===== src/rtl/ins_queue_if.sv =====
// rtl/ins_queue_if.sv - fetch/decode bundle for the instruction prefetch queue
// Optional INSQ_OVF_STATS_EN adds the overflow statistics signals.
interface ins_queue_if #(
  parameter int DATA_W = 16,
  parameter int OP_W   = 3,
  parameter int ADR_W  = 6,
  parameter int DEPTH  = 4
);
  localparam int CNT_W = $clog2(DEPTH + 1);

  logic              ce;
  logic [DATA_W-1:0] data;
  logic              load_RI;
  logic              next_RI;
  logic              flush;
  logic [OP_W-1:0]   code_op;
  logic [ADR_W-1:0]  ADR_RI;
  logic [DATA_W-1:0] instr;
  logic              valid;
  logic              full;
  logic [CNT_W-1:0]  count;
`ifdef INSQ_OVF_STATS_EN
  logic              ovf;
  logic [7:0]        ovf_cnt;
`endif

  modport master (
    output ce, data, load_RI, next_RI, flush,
`ifdef INSQ_OVF_STATS_EN
    input  ovf, ovf_cnt,
`endif
    input  code_op, ADR_RI, instr, valid, full, count
  );

  modport slave (
    input  ce, data, load_RI, next_RI, flush,
`ifdef INSQ_OVF_STATS_EN
    output ovf, ovf_cnt,
`endif
    output code_op, ADR_RI, instr, valid, full, count
  );
endinterface


===== src/rtl/ins_queue.sv =====
// rtl/ins_queue.sv - DEPTH-entry instruction prefetch queue between fetch and decode
// Optional INSQ_OVF_STATS_EN enables sticky overflow flag and saturating drop counter.
module ins_queue #(
  parameter int DATA_W = 16,
  parameter int OP_W   = 3,
  parameter int ADR_W  = 6,
  parameter int DEPTH  = 4
) (
  input  logic  clk,
  input  logic  rst,
  ins_queue_if.slave bus
);
  localparam int PTR_W = $clog2(DEPTH);
  localparam int CNT_W = $clog2(DEPTH + 1);

  logic [DATA_W-1:0] mem [DEPTH];
  logic [PTR_W-1:0]  rd_ptr;
  logic [PTR_W-1:0]  wr_ptr;
  logic [CNT_W-1:0]  count_q;
  logic              valid_w;
  logic              full_w;
  logic              pop_eff;
  logic              push_eff;
  logic [DATA_W-1:0] head;

  assign valid_w  = (count_q != '0);
  assign full_w   = (count_q == CNT_W'(DEPTH));
  assign pop_eff  = bus.ce & bus.next_RI & valid_w;
  // A full queue still accepts a word when the head leaves in the same cycle.
  assign push_eff = bus.ce & bus.load_RI & (~full_w | pop_eff);

  always_ff @(posedge clk or negedge rst) begin
    if (!rst) begin
      rd_ptr  <= '0;
      wr_ptr  <= '0;
      count_q <= '0;
    end else if (bus.ce) begin
      if (bus.flush) begin
        rd_ptr  <= '0;
        wr_ptr  <= '0;
        count_q <= '0;
      end else begin
        if (push_eff) wr_ptr <= wr_ptr + PTR_W'(1);
        if (pop_eff)  rd_ptr <= rd_ptr + PTR_W'(1);
        if (push_eff && !pop_eff)      count_q <= count_q + CNT_W'(1);
        else if (pop_eff && !push_eff) count_q <= count_q - CNT_W'(1);
      end
    end
  end

  // Storage is not reset; every read is masked by valid.
  always_ff @(posedge clk) begin
    if (push_eff && !bus.flush) mem[wr_ptr] <= bus.data;
  end

  assign head        = valid_w ? mem[rd_ptr] : '0;
  assign bus.instr   = head;
  assign bus.code_op = head[DATA_W-1 -: OP_W];
  assign bus.ADR_RI  = head[ADR_W-1:0];
  assign bus.valid   = valid_w;
  assign bus.full    = full_w;
  assign bus.count   = count_q;

`ifdef INSQ_OVF_STATS_EN
  logic       ovf_q;
  logic [7:0] ovf_cnt_q;
  logic       drop;

  assign drop = bus.ce & bus.load_RI & full_w & ~pop_eff & ~bus.flush;

  always_ff @(posedge clk or negedge rst) begin
    if (!rst) begin
      ovf_q     <= 1'b0;
      ovf_cnt_q <= '0;
    end else if (drop) begin
      ovf_q <= 1'b1;
      if (ovf_cnt_q != 8'hFF) ovf_cnt_q <= ovf_cnt_q + 8'd1;
    end
  end

  assign bus.ovf     = ovf_q;
  assign bus.ovf_cnt = ovf_cnt_q;
`endif
endmodule


===== src/flat_wrapper.sv =====
// flat-port wrapper written by rule: the top's interface ports become plain ports
module ins_queue_flat 
#(
  parameter int DATA_W = 16,
  parameter int OP_W   = 3,
  parameter int ADR_W  = 6,
  parameter int DEPTH  = 4
)
  (clk, rst, bus_ce, bus_data, bus_load_RI, bus_next_RI, bus_flush, bus_code_op, bus_ADR_RI, bus_instr, bus_valid, bus_full, bus_count);
  ins_queue_if #(.DATA_W(DATA_W), .OP_W(OP_W), .ADR_W(ADR_W), .DEPTH(DEPTH)) bus_i ();
  input  logic clk;
  input  logic rst;
  input wire logic [$bits(bus_i.ce)-1:0] bus_ce;
  input wire logic [$bits(bus_i.data)-1:0] bus_data;
  input wire logic [$bits(bus_i.load_RI)-1:0] bus_load_RI;
  input wire logic [$bits(bus_i.next_RI)-1:0] bus_next_RI;
  input wire logic [$bits(bus_i.flush)-1:0] bus_flush;
  output wire logic [$bits(bus_i.code_op)-1:0] bus_code_op;
  output wire logic [$bits(bus_i.ADR_RI)-1:0] bus_ADR_RI;
  output wire logic [$bits(bus_i.instr)-1:0] bus_instr;
  output wire logic [$bits(bus_i.valid)-1:0] bus_valid;
  output wire logic [$bits(bus_i.full)-1:0] bus_full;
  output wire logic [$bits(bus_i.count)-1:0] bus_count;
  assign bus_i.ce = bus_ce;
  assign bus_i.data = bus_data;
  assign bus_i.load_RI = bus_load_RI;
  assign bus_i.next_RI = bus_next_RI;
  assign bus_i.flush = bus_flush;
  assign bus_code_op = bus_i.code_op;
  assign bus_ADR_RI = bus_i.ADR_RI;
  assign bus_instr = bus_i.instr;
  assign bus_valid = bus_i.valid;
  assign bus_full = bus_i.full;
  assign bus_count = bus_i.count;
  ins_queue #(.DATA_W(DATA_W), .OP_W(OP_W), .ADR_W(ADR_W), .DEPTH(DEPTH)) u_core (.clk(clk), .rst(rst), .bus(bus_i));
endmodule

===== config.mk =====
export PLATFORM = sky130hd
export DESIGN_NAME = ins_queue_flat
export DESIGN_NICKNAME = d
export VERILOG_FILES = /design/src/rtl/ins_queue_if.sv /design/src/rtl/ins_queue.sv /design/src/flat_wrapper.sv
export SDC_FILE = /design/constraint.sdc
export NUM_CORES = 1
export LEC_CHECK = 0
export CAP_MARGIN = 20
export CORE_UTILIZATION = 30
export DETAILED_ROUTE_END_ITERATION = 10
export PLACE_DENSITY = 0.5
export SLEW_MARGIN = 20
export SYNTH_ARGS = -nofsm -noshare
export SYNTH_HDL_FRONTEND = slang
export SYNTH_SLANG_ARGS = --single-unit

===== constraint.sdc =====
create_clock -name clk -period 4 [get_ports clk]
set_input_delay 0.8 -clock clk [delete_from_list [all_inputs] [get_ports clk]]
set_output_delay 0.8 -clock clk [all_outputs]
set_load 0.005 [all_outputs]

# --- Word level (Yosys, flattened, before mapping) ---
# Memories as Yosys holds them, arrays and structs flattened.
# Index checks and enable logic that the tools add are counted.
# Widths: inputs -> output; s select.
word_totals:
  regBits: 7
  ramBits: 64
  wordCells: 38
  memories: 1
classes:
  n_mux: 10
  n_bitwise: 6
  addsub: 4
  n_reduce_logical: 13
  n_eq_ne: 1
mem_list:
  columns: ["name", "words", "width", "read_ports", "rd_ports_with_merged_regs", "wr", "line_no", "rtl"]
  rows:
  - ["u_core.mem", 4, 16, 1, 0, 1, "ins_queue.sv:16", "logic [DATA_W-1:0] mem [DEPTH];"]
op_table:
  columns: ["op", "count"]
  rows:
  - ["$mux 16", 1]
  - ["$mux 3", 3]
  - ["$mux 2", 4]
  - ["$reduce_and 2->1", 3]
  - ["$reduce_bool 3->1", 2]
  - ["$add 2x1->2 const B", 2]
  - ["$and 1x1->1", 4]
  - ["$reduce_bool 2->1", 2]
  - ["$add 3x1->3 const B", 1]
  - ["$eq 3x3->1 const B", 1]
  - ["$logic_and 1x1->1", 3]
  - ["$logic_not 1->1", 3]
  - ["$sub 3x1->3 const B", 1]
  - ["$mux 1", 2]
  - ["$not 1->1", 1]
  - ["$or 1x1->1", 1]

# --- Longest topological paths before layout ---
# Gate-level depths: netlist of run 1.
logic_depth:
  depth_word: 9
  mapped_depth: 8
  ltp_nobuf: 7

# --- Worst setup path after synthesis of run 1 ---
# OpenSTA, ideal clock, no wires.
synth_timing:
  kind: "input to register"
  start: "input bus_next_RI"
  end: "register u_core.count_q[2] (netlist: u_core.bus.count[2])"
  arrival_time_ns: 2.431
  setup_ns: 0.069
  slack_ns: 1.500
  stages: 7
  n_path_buf: 1
  path_cell_list: "clkbuf_1 -> o21a_1 -> nor3_1 -> fa_1 -> or3b_1 -> a211o_1 -> nand3_1"
synth_between:
  elab_chain_cells: 8
synth_rtl:
  columns: ["element", "line_no", "rtl"]
  rows:
  - ["from (decl)", "flat_wrapper.sv:16", "input wire logic [$bits(bus_i.next_RI)-1:0] bus_next_RI;"]
  - ["$and 1x1->1 (*) (2 in series)", "ins_queue.sv:28", "assign pop_eff = bus.ce & bus.next_RI & valid_w;"]
  - ["$or 1x1->1", "ins_queue.sv:30", "assign push_eff = bus.ce & bus.load_RI & (~full_w | pop_eff);"]
  - ["$and 1x1->1", "ins_queue.sv:30", null]
  - ["$logic_not 1->1", "ins_queue.sv:46", "else if (pop_eff && !push_eff) count_q <= count_q - CNT_W'(1);"]
  - ["$logic_and 1x1->1", "ins_queue.sv:46", null]
  - ["$reduce_bool 3->1 (no source line)", null, null]
  - ["$reduce_and 2->1 (no source line)", null, null]
  - ["to (signal assigned)", "ins_queue.sv:45", "if (push_eff && !pop_eff) count_q <= count_q + CNT_W'(1);"]
  - ["to (signal assigned)", "ins_queue.sv:46", null]
  - ["to (decl)", "ins_queue.sv:19", "logic [CNT_W-1:0] count_q;"]
# Every way passes the cells marked *; elsewhere a longest branch is shown, timed or not.
# A chain may end at the register's enable or synchronous reset.

# --- Worst setup path in the final report of run 1 ---
layout_timing:
  start: "register u_core.rd_ptr[1]"
  end: "output bus_code_op[1]"
layout_between:
  elab_chain_cells: 2
layout_rtl:
  columns: ["element", "line_no", "rtl"]
  rows:
  - ["from (decl)", "ins_queue.sv:17", "logic [PTR_W-1:0] rd_ptr;"]
  - ["from (signal assigned)", "ins_queue.sv:44", "if (pop_eff) rd_ptr <= rd_ptr + PTR_W'(1);"]
  - ["$mem_v2 4x16", null, null]
  - ["$mux 16", "ins_queue.sv:56", "assign head = valid_w ? mem[rd_ptr] : '0;"]
  - ["to (decl)", "flat_wrapper.sv:18", "output wire logic [$bits(bus_i.code_op)-1:0] bus_code_op;"]
# No other way between the ends.

==> results of run 1 <==
==> metrics by stage <==
step                      hold slack [ns]  cells
final                              0.6306    362
after global routing               0.7036    362
after CTS                          0.6468    362
after detailed placement           0.6240    346
after global placement             0.6315    346
after floorplan                    0.5044    175
==> registers in the layout (all words and copies together) (netlist names) <==
register	flops
u_core.wr_ptr	2
u_core.mem	64
u_core.rd_ptr	2
u_core.bus.count	3
==> synth_stat cells (2+ instances only) <==
cell type / n / area share
and2_1: 20 / 0.041
buf_2: 2 / 0.0033
buf_4: 9 / 0.022
clkbuf_1: 5 / 0.0062
dfrtp_1: 7 / 0.058
edfxtp_1: 64 / 0.63
ha_1: 4 / 0.016
inv_1: 6 / 0.0074
mux4_2: 16 / 0.12
nand2_1: 5 / 0.0062
nand3_1: 2 / 0.0033
nand4b_1: 2 / 0.0058
nor2_1: 2 / 0.0025
nor3b_1: 2 / 0.0049
o21ai_0: 4 / 0.0066
o22ai_1: 3 / 0.0062
o31ai_1: 3 / 0.0074
xor2_1: 2 / 0.0058
==> routing by layer <==
layer / GRT usage / part of all wire / up-vias
met4: 0.04286 / 0.014 / 0
li1: - / - / 760
met2: 0.2010 / 0.52 / 40
met3: 0.04068 / 0.040 / 7
met5: 0 / 0 / -
met1: 0.1456 / 0.42 / 846
==> path summary, 6_finish.rpt <==
check / start / endpoint / depth (start not counted)
worst min-delay path: u_core.bus.count[1]$_DFFE_PN0P_ / u_core.bus.count[1]$_DFFE_PN0P_ / 2
worst max register to register: u_core.bus.count[2]$_DFFE_PN0P_ / u_core.bus.count[2]$_DFFE_PN0P_ / 6
min in group asynchronous: rst / u_core.bus.count[1]$_DFFE_PN0P_ / 1
worst min register to register: u_core.bus.count[1]$_DFFE_PN0P_ / u_core.bus.count[1]$_DFFE_PN0P_ / 2
max in group asynchronous: rst / u_core.wr_ptr[0]$_DFFE_PN0P_ / 1
worst max-delay path: u_core.rd_ptr[1]$_DFFE_PN0P_ / bus_code_op[1] / 3
==> worst max-delay path: stages, from the launching register on <==
cell             delay [ns]
dfrtp_1                0.93
mux4_2                 0.43
and2_1                 0.19
clkdlybuf4s50_1        0.45
==> cells by family (layout without fill, tap and decap cells) <==
group           Yosys count  after routing  share of synthesized area
compound gates           17             17                    0.03580
mux                      17             17                     0.1218
xor+xnor                  3              3                   0.008644
flops                    71             71                     0.6897
simple gates             38             38                    0.07696
buf+inv                  24             78                    0.04403
fa+ha+maj                 5              5                    0.02305
==> cell type report <==
type	instances	area, µm²
Fill cell	971	5981
Sequential cell	71	2097
Multi-Input combinational cell	80	809.5
Timing Repair Buffer	56	548.0
Tap cell	133	166.4
Clock buffer	9	123.9
Clock inverter	7	71.32
Inverter	6	22.52
==> power groups by stage <==
stage	clock [mW]	combinational [mW]	sequential, mW
final	0.552	0.795	0.923
after global placement	0	0.819	0.941
after floorplan	0	0.465	0.914
after detailed placement	0	0.821	0.940
after CTS	0.571	0.823	0.924
after global routing	0.606	0.886	0.934
==> results by group, run 1 <==
Hold path
  – Hold Crit Class: reg2reg

Layout
  – Final nets: 251
  – Layout cells sized above 1: 0.1572
  – Antenna diodes: 0
  – Core Util, Final: 0.3909
  – Commonest non-fill, non-tap cell in the layout: edfxtp_1
  – Most frequent cells in the layout: 64 x edfxtp_1, 51 x clkdlybuf4s50_1, 20 x and2_1
  – Area growth from synthesis to layout: 26.26%
  – Final instance area: 3839 µm²

Setup path
  – Crit end category: primary output
  – CP Launch Type: register
  – Setup CP Type: reg2out
  – CP max FO: 18
  – Register-to-register setup slack: between 1.5 and 2 ns
  – Critical path arrival: 2.33 ns
  – Worst Path Required: around 3.2 ns

STA
  – # setup viols final: 0
  – Fin. Hold Viols: 0
  – Setup TNS: 0 ns
  – Max Fclk: about 0.32 GHz
  – Clk_skew: roughly 0.007 ns
  – Final min period: 3.133 ns
  – Crit share post-route: 0.7834
  – Worst-margin pin slew: ~0.9 ns
  – Slew margin rel.: 0.4053
  – Crit path setup slack, layout: 0.8666 ns
  – RSZ-0062 raised after global routing: false
  – Final Max Slew Viols: 0

Clock tree
  – H-tree depth: 3
  – Clk root buf: clkbuf_8
  – Max clock buf depth: 2
  – Postcts setup bufs: 0
  – Post-CTS sizing: 0
  – Worst-path clk slew: 0.08 ns
  – Clk Latency, worst-skew pair: between 0.3 and 0.4 ns
  – CTS tree: built
  – Clock sinks: 71
  – Hold_buf cts: 0
  – Number of buffers added by the clock tree synthesis step: 9

Pwr
  – Part of the power in registers: 0.407
  – Overall power: approximately 2.3 mW
  – PwrDens: 591.3 nW/µm²
  – Psw: roughly 630 µW
  – Power Internal: 1.643 mW
  – Clock power frac: 0.243
  – Switch share: 0.2763
  – Leak Pwr: 1.268 nW
  – Peak VDD IR: 0.0001919 V
  – Combinational share of power: 0.350

Global route
  – Overflow after GRT: 0
  – Largest net degree at the start of global routing: 23
  – Initial antenna violation count: 0
  – Gr usage total: 0.1205
  – First-pass GRT wire length: 8.921 mm
  – Vias in the first global route: 1653

Floorplan
  – CORE AREA: 9819 µm²
  – Die width: 102.7 µm
  – Initial Utilization: 0.3096
  – FP Rows: 36
  – Die Area: 10540 µm²
  – IO Pins: 52
  – Die height: 102.7 µm

Run
  – Max-cap viol count: 0

Yosys
  – Avg Cell Area, Syn: 17.37 µm²
  – EDFF count, synth: 64
  – Library cells used by synthesis: 35
  – Post-synthesis async set-or-reset flop share: 0.09859
  – Syn Nets: between 200 and 250
  – Syn Std Cell Area: 3040 µm²
  – Synth Flop Type: edfxtp_1
  – Number of synthesized register bits: between 70 and 80
  – Register area share after synthesis: 0.6897
  – Synth Warn #: 0
  – Post-Synthesis Cells: around 180

Run status
  – Status: finished clean

Routing
  – Post-Route WL: 5.644 mm
  – DR vias/cell: 4.566
  – Starting DRT DRC Count: 74
  – DRC violations left: 0
  – Remaining antenna violation count: 0
  – Vias: 1653
  – DR WL/cell: 15.59 µm
  – DRT Pass-1 Iters: 4

Placement
  – DP Worst Slack: ~0.98 ns
  – Placer Congestion: 0.7823
  – Detailed-placement wirelength estimate: 3.714 mm
  – Placed cell areas: 3643 µm²
  – Port buffer count: 51
Power figures use the tool's default switching activity.
==> inputs of run 2 (changes only) <==
--- a/config.mk
+++ b/config.mk
@@ -8,7 +8,7 @@
 export CAP_MARGIN = 20
 export CORE_UTILIZATION = 30
 export DETAILED_ROUTE_END_ITERATION = 10
-export PLACE_DENSITY = 0.5
+export PLACE_DENSITY = 0.52
 export SLEW_MARGIN = 20
 export SYNTH_ARGS = -nofsm -noshare
 export SYNTH_HDL_FRONTEND = slang
==> constraint.sdc (replaced) <==
create_clock -name clk -period 2.71 [get_ports clk]
set_input_delay 0.542 -clock clk [delete_from_list [all_inputs] [get_ports clk]]
set_output_delay 0.542 -clock clk [all_outputs]
set_load 0.005 [all_outputs]
==> run 2 against run 1 <==
Flip-flop and latch count did not move. Global-route usage increased by 0.30 points. Highest routed layer unchanged. Power rose by 51%. Critical path depth up 1. Routed wire length rose by 4.7%. Cell count up 2.8%. Hold slack got worse by 0.15 ns. Count of clock-buffer cells in the layout stayed put. Critical endpoint is now bus_ADR_RI[0].
==> results by group, run 2 (synthesized netlist as in run 1, its figures left out) <==
Run status
  – Status: finished clean (unchanged)

Clock tree
  – Hold_buf cts: 0 (unchanged)
  – Clk Latency, worst-skew pair: 0.34 ns (was 0.33 ns)
  – Clk root buf: clkbuf_8 (unchanged)
  – Clock sinks: 71 (unchanged)
  – H-tree depth: 3 (unchanged)
  – Worst-path clk slew: 0.07 ns (was 0.08 ns)
  – CTS tree: built (unchanged)
  – Number of buffers added by the clock tree synthesis step: 9 (unchanged)
  – Max clock buf depth: 2 (unchanged)

Global route
  – First-pass GRT wire length: 9.239 mm (was 8.921 mm)
  – Overflow after GRT: 0 (unchanged)
  – Largest net degree at the start of global routing: 23 (unchanged)
  – Vias in the first global route: 1710 (was 1653)
  – Gr usage total: 0.1235 (was 0.1205)
  – Initial antenna violation count: 0 (unchanged)

Setup path
  – Worst path max stage delay: 0.49 ns (was 0.93 ns)
  – CP Launch Type: register (unchanged)
  – Worst-path cell chain: clkbuf_16, mux4_2, and2_1, clkdlybuf4s50_1 (was mux4_2, and2_1, clkdlybuf4s50_1)
  – Critical path arrival: 2.10 ns (was 2.33 ns)
  – CP Buf/Inv Count: 2 (was 1)
  – Top delay family on crit path: buffers and inverters (was flip-flops)
  – CP max FO: 10 (was 18)
  – Worst path slowest cell: mux4_2 (was dfrtp_1)
  – Setup CP Type: reg2out (unchanged)
  – Worst Path Required: 2.17 ns (was 3.20 ns)
  – Crit end category: primary output (unchanged)

Routing
  – Vias: 1687 (was 1653)
  – Remaining antenna violation count: 0 (unchanged)
  – DRT Pass-1 Iters: 4 (unchanged)
  – DR WL/cell: 15.89 µm (was 15.59 µm)
  – Post-Route WL: 5.910 mm (was 5.644 mm)
  – DR vias/cell: 4.535 (was 4.566)
  – Starting DRT DRC Count: 39 (was 74)
  – DRC violations left: 0 (unchanged)

Layout
  – Biggest register: u_core.mem (unchanged)
  – Antenna diodes: 0 (unchanged)
  – Final nets: 261 (was 251)
  – Area growth from synthesis to layout: 30.54% (was 26.26%)
  – Non-Filler Instances: 372 (was 362)
  – Commonest non-fill, non-tap cell in the layout: edfxtp_1 (unchanged)
  – Fillers: 959 (was 971)
  – Most frequent cells in the layout: 64 x edfxtp_1, 45 x clkdlybuf4s50_1, 20 x and2_1 (was 64 x edfxtp_1, 51 x clkdlybuf4s50_1, 20 x and2_1)
  – Max reg flops: 64 (unchanged)
  – Layout cells sized above 1: 0.1925 (was 0.1572)

Floorplan
  – Die height: 102.7 µm (unchanged)
  – CORE AREA: 9819 µm² (unchanged)
  – Die Area: 10540 µm² (unchanged)
  – IO Pins: 52 (unchanged)
  – Die width: 102.7 µm (unchanged)
  – Initial Utilization: 0.3096 (unchanged)
  – FP Rows: 36 (unchanged)

Placement
  – Port buffer count: 51 (unchanged)
  – Detailed-placement wirelength estimate: 3.666 mm (was 3.714 mm)
  – Placer Congestion: 0.7209 (was 0.7823)
  – DP Worst Slack: 0.2187 ns (was 0.9765 ns)
  – Post-Place Cells: 354 (was 346)

STA
  – Final Max Slew Viols: 0 (unchanged)
  – Crit share post-route: 0.9738
  – RSZ-0062 raised after global routing: false (unchanged)
  – # setup viols final: 0 (unchanged)
  – Fin. Hold Viols: 0 (unchanged)
  – Worst-margin pin slew: 0.3544 ns (was 0.8920 ns)
  – Setup TNS: 0 ns (unchanged)
  – Max Fclk: 0.3790 GHz
  – Crit path setup slack, layout: 0.07114 ns (was 0.8666 ns)
  – WHS: 0.4761 ns (was 0.6306 ns)
  – Final min period: 2.639 ns
  – Slew margin rel.: 0.7630 (was 0.4053)
  – Clk_skew: 0.007630 ns (was 0.006869 ns)

Pwr
  – PwrDens: 864.5 nW/µm² (was 591.3 nW/µm²)
  – Peak VDD IR: 0.0003399 V (was 0.0001919 V)
  – Overall power: 3.431 mW (was 2.270 mW)
  – Leak Pwr: 1.415 nW (was 1.268 nW)

Run
  – Max-cap viol count: 0 (unchanged)

Hold path
  – Hold Crit Class: in2async (was reg2reg)
## run 2: cell count changes in the layout (fill, tap and decap cells not counted)
cell	change
dlymetal6s2s_1	+6
dfrtp_2	+1
buf_12	+1
clkinv_4	-2
dfrtp_1	-1
clkinv_1	+1
clkinv_2	+1
buf_4	+7
clkbuf_16	+2
clkdlybuf4s50_1	-6
## run 2: worst paths after layout
kind                                                  from                               to  slack, ns  cells past startpoint
setup reg to reg           u_core.bus.count[2]$_DFFE_PN0P_  u_core.bus.count[2]$_DFFE_PN0P_       0.51                      6
min in group clk           u_core.bus.count[2]$_DFFE_PN0P_  u_core.bus.count[2]$_DFFE_PN0P_       0.65                      2
max in group asynchronous                              rst     u_core.rd_ptr[0]$_DFFE_PN0P_       1.95                      1
hold reg to reg            u_core.bus.count[2]$_DFFE_PN0P_  u_core.bus.count[2]$_DFFE_PN0P_       0.65                      2
setup / recovery              u_core.rd_ptr[0]$_DFFE_PN0P_                    bus_ADR_RI[0]       0.07                      4
hold / removal                                         rst     u_core.rd_ptr[1]$_DFFE_PN0P_       0.48                      1
## run 2: final cells by class
class                           count  area, µm²  share of cell area
Clock buffer                        9      123.9             0.03121
Multi-Input combinational cell     80      809.5              0.2040
Sequential cell                    71       2098              0.5287
Inverter                            6      22.52            0.005675
Tap cell                          133      166.4             0.04193
Clock inverter                      7      62.56             0.01576
Timing Repair Buffer               66      685.7              0.1728
## run 2: where the power goes
part	switching, mW	internal [mW]
Sequential	0.0782	1.28
Clock	0.384	0.417
Combinational	0.495	0.776
Total	0.957	2.47
## run 2: timing repair
item / CTS / global route
buffers inserted: 0 / 0
setup endpoints to repair: 0 / 8
resized for setup: 0 / 7
## run 2: routing by layer
layer  global-route usage  vias up  part of all wire
li1                     -      778                 -
met1               0.1639      848              0.47
met2               0.1908       49              0.46
met3              0.02983       12             0.052
met4              0.05934        0             0.017
met5                    0        -                 0
## run 2: stage by stage
step,area [µm²],util
after floorplan,3040,-
after global placement,3716,0.3784
after detailed placement,3716,0.3784
after CTS,3902,0.3974
after global routing,3969,0.4042
final,3969,0.4042
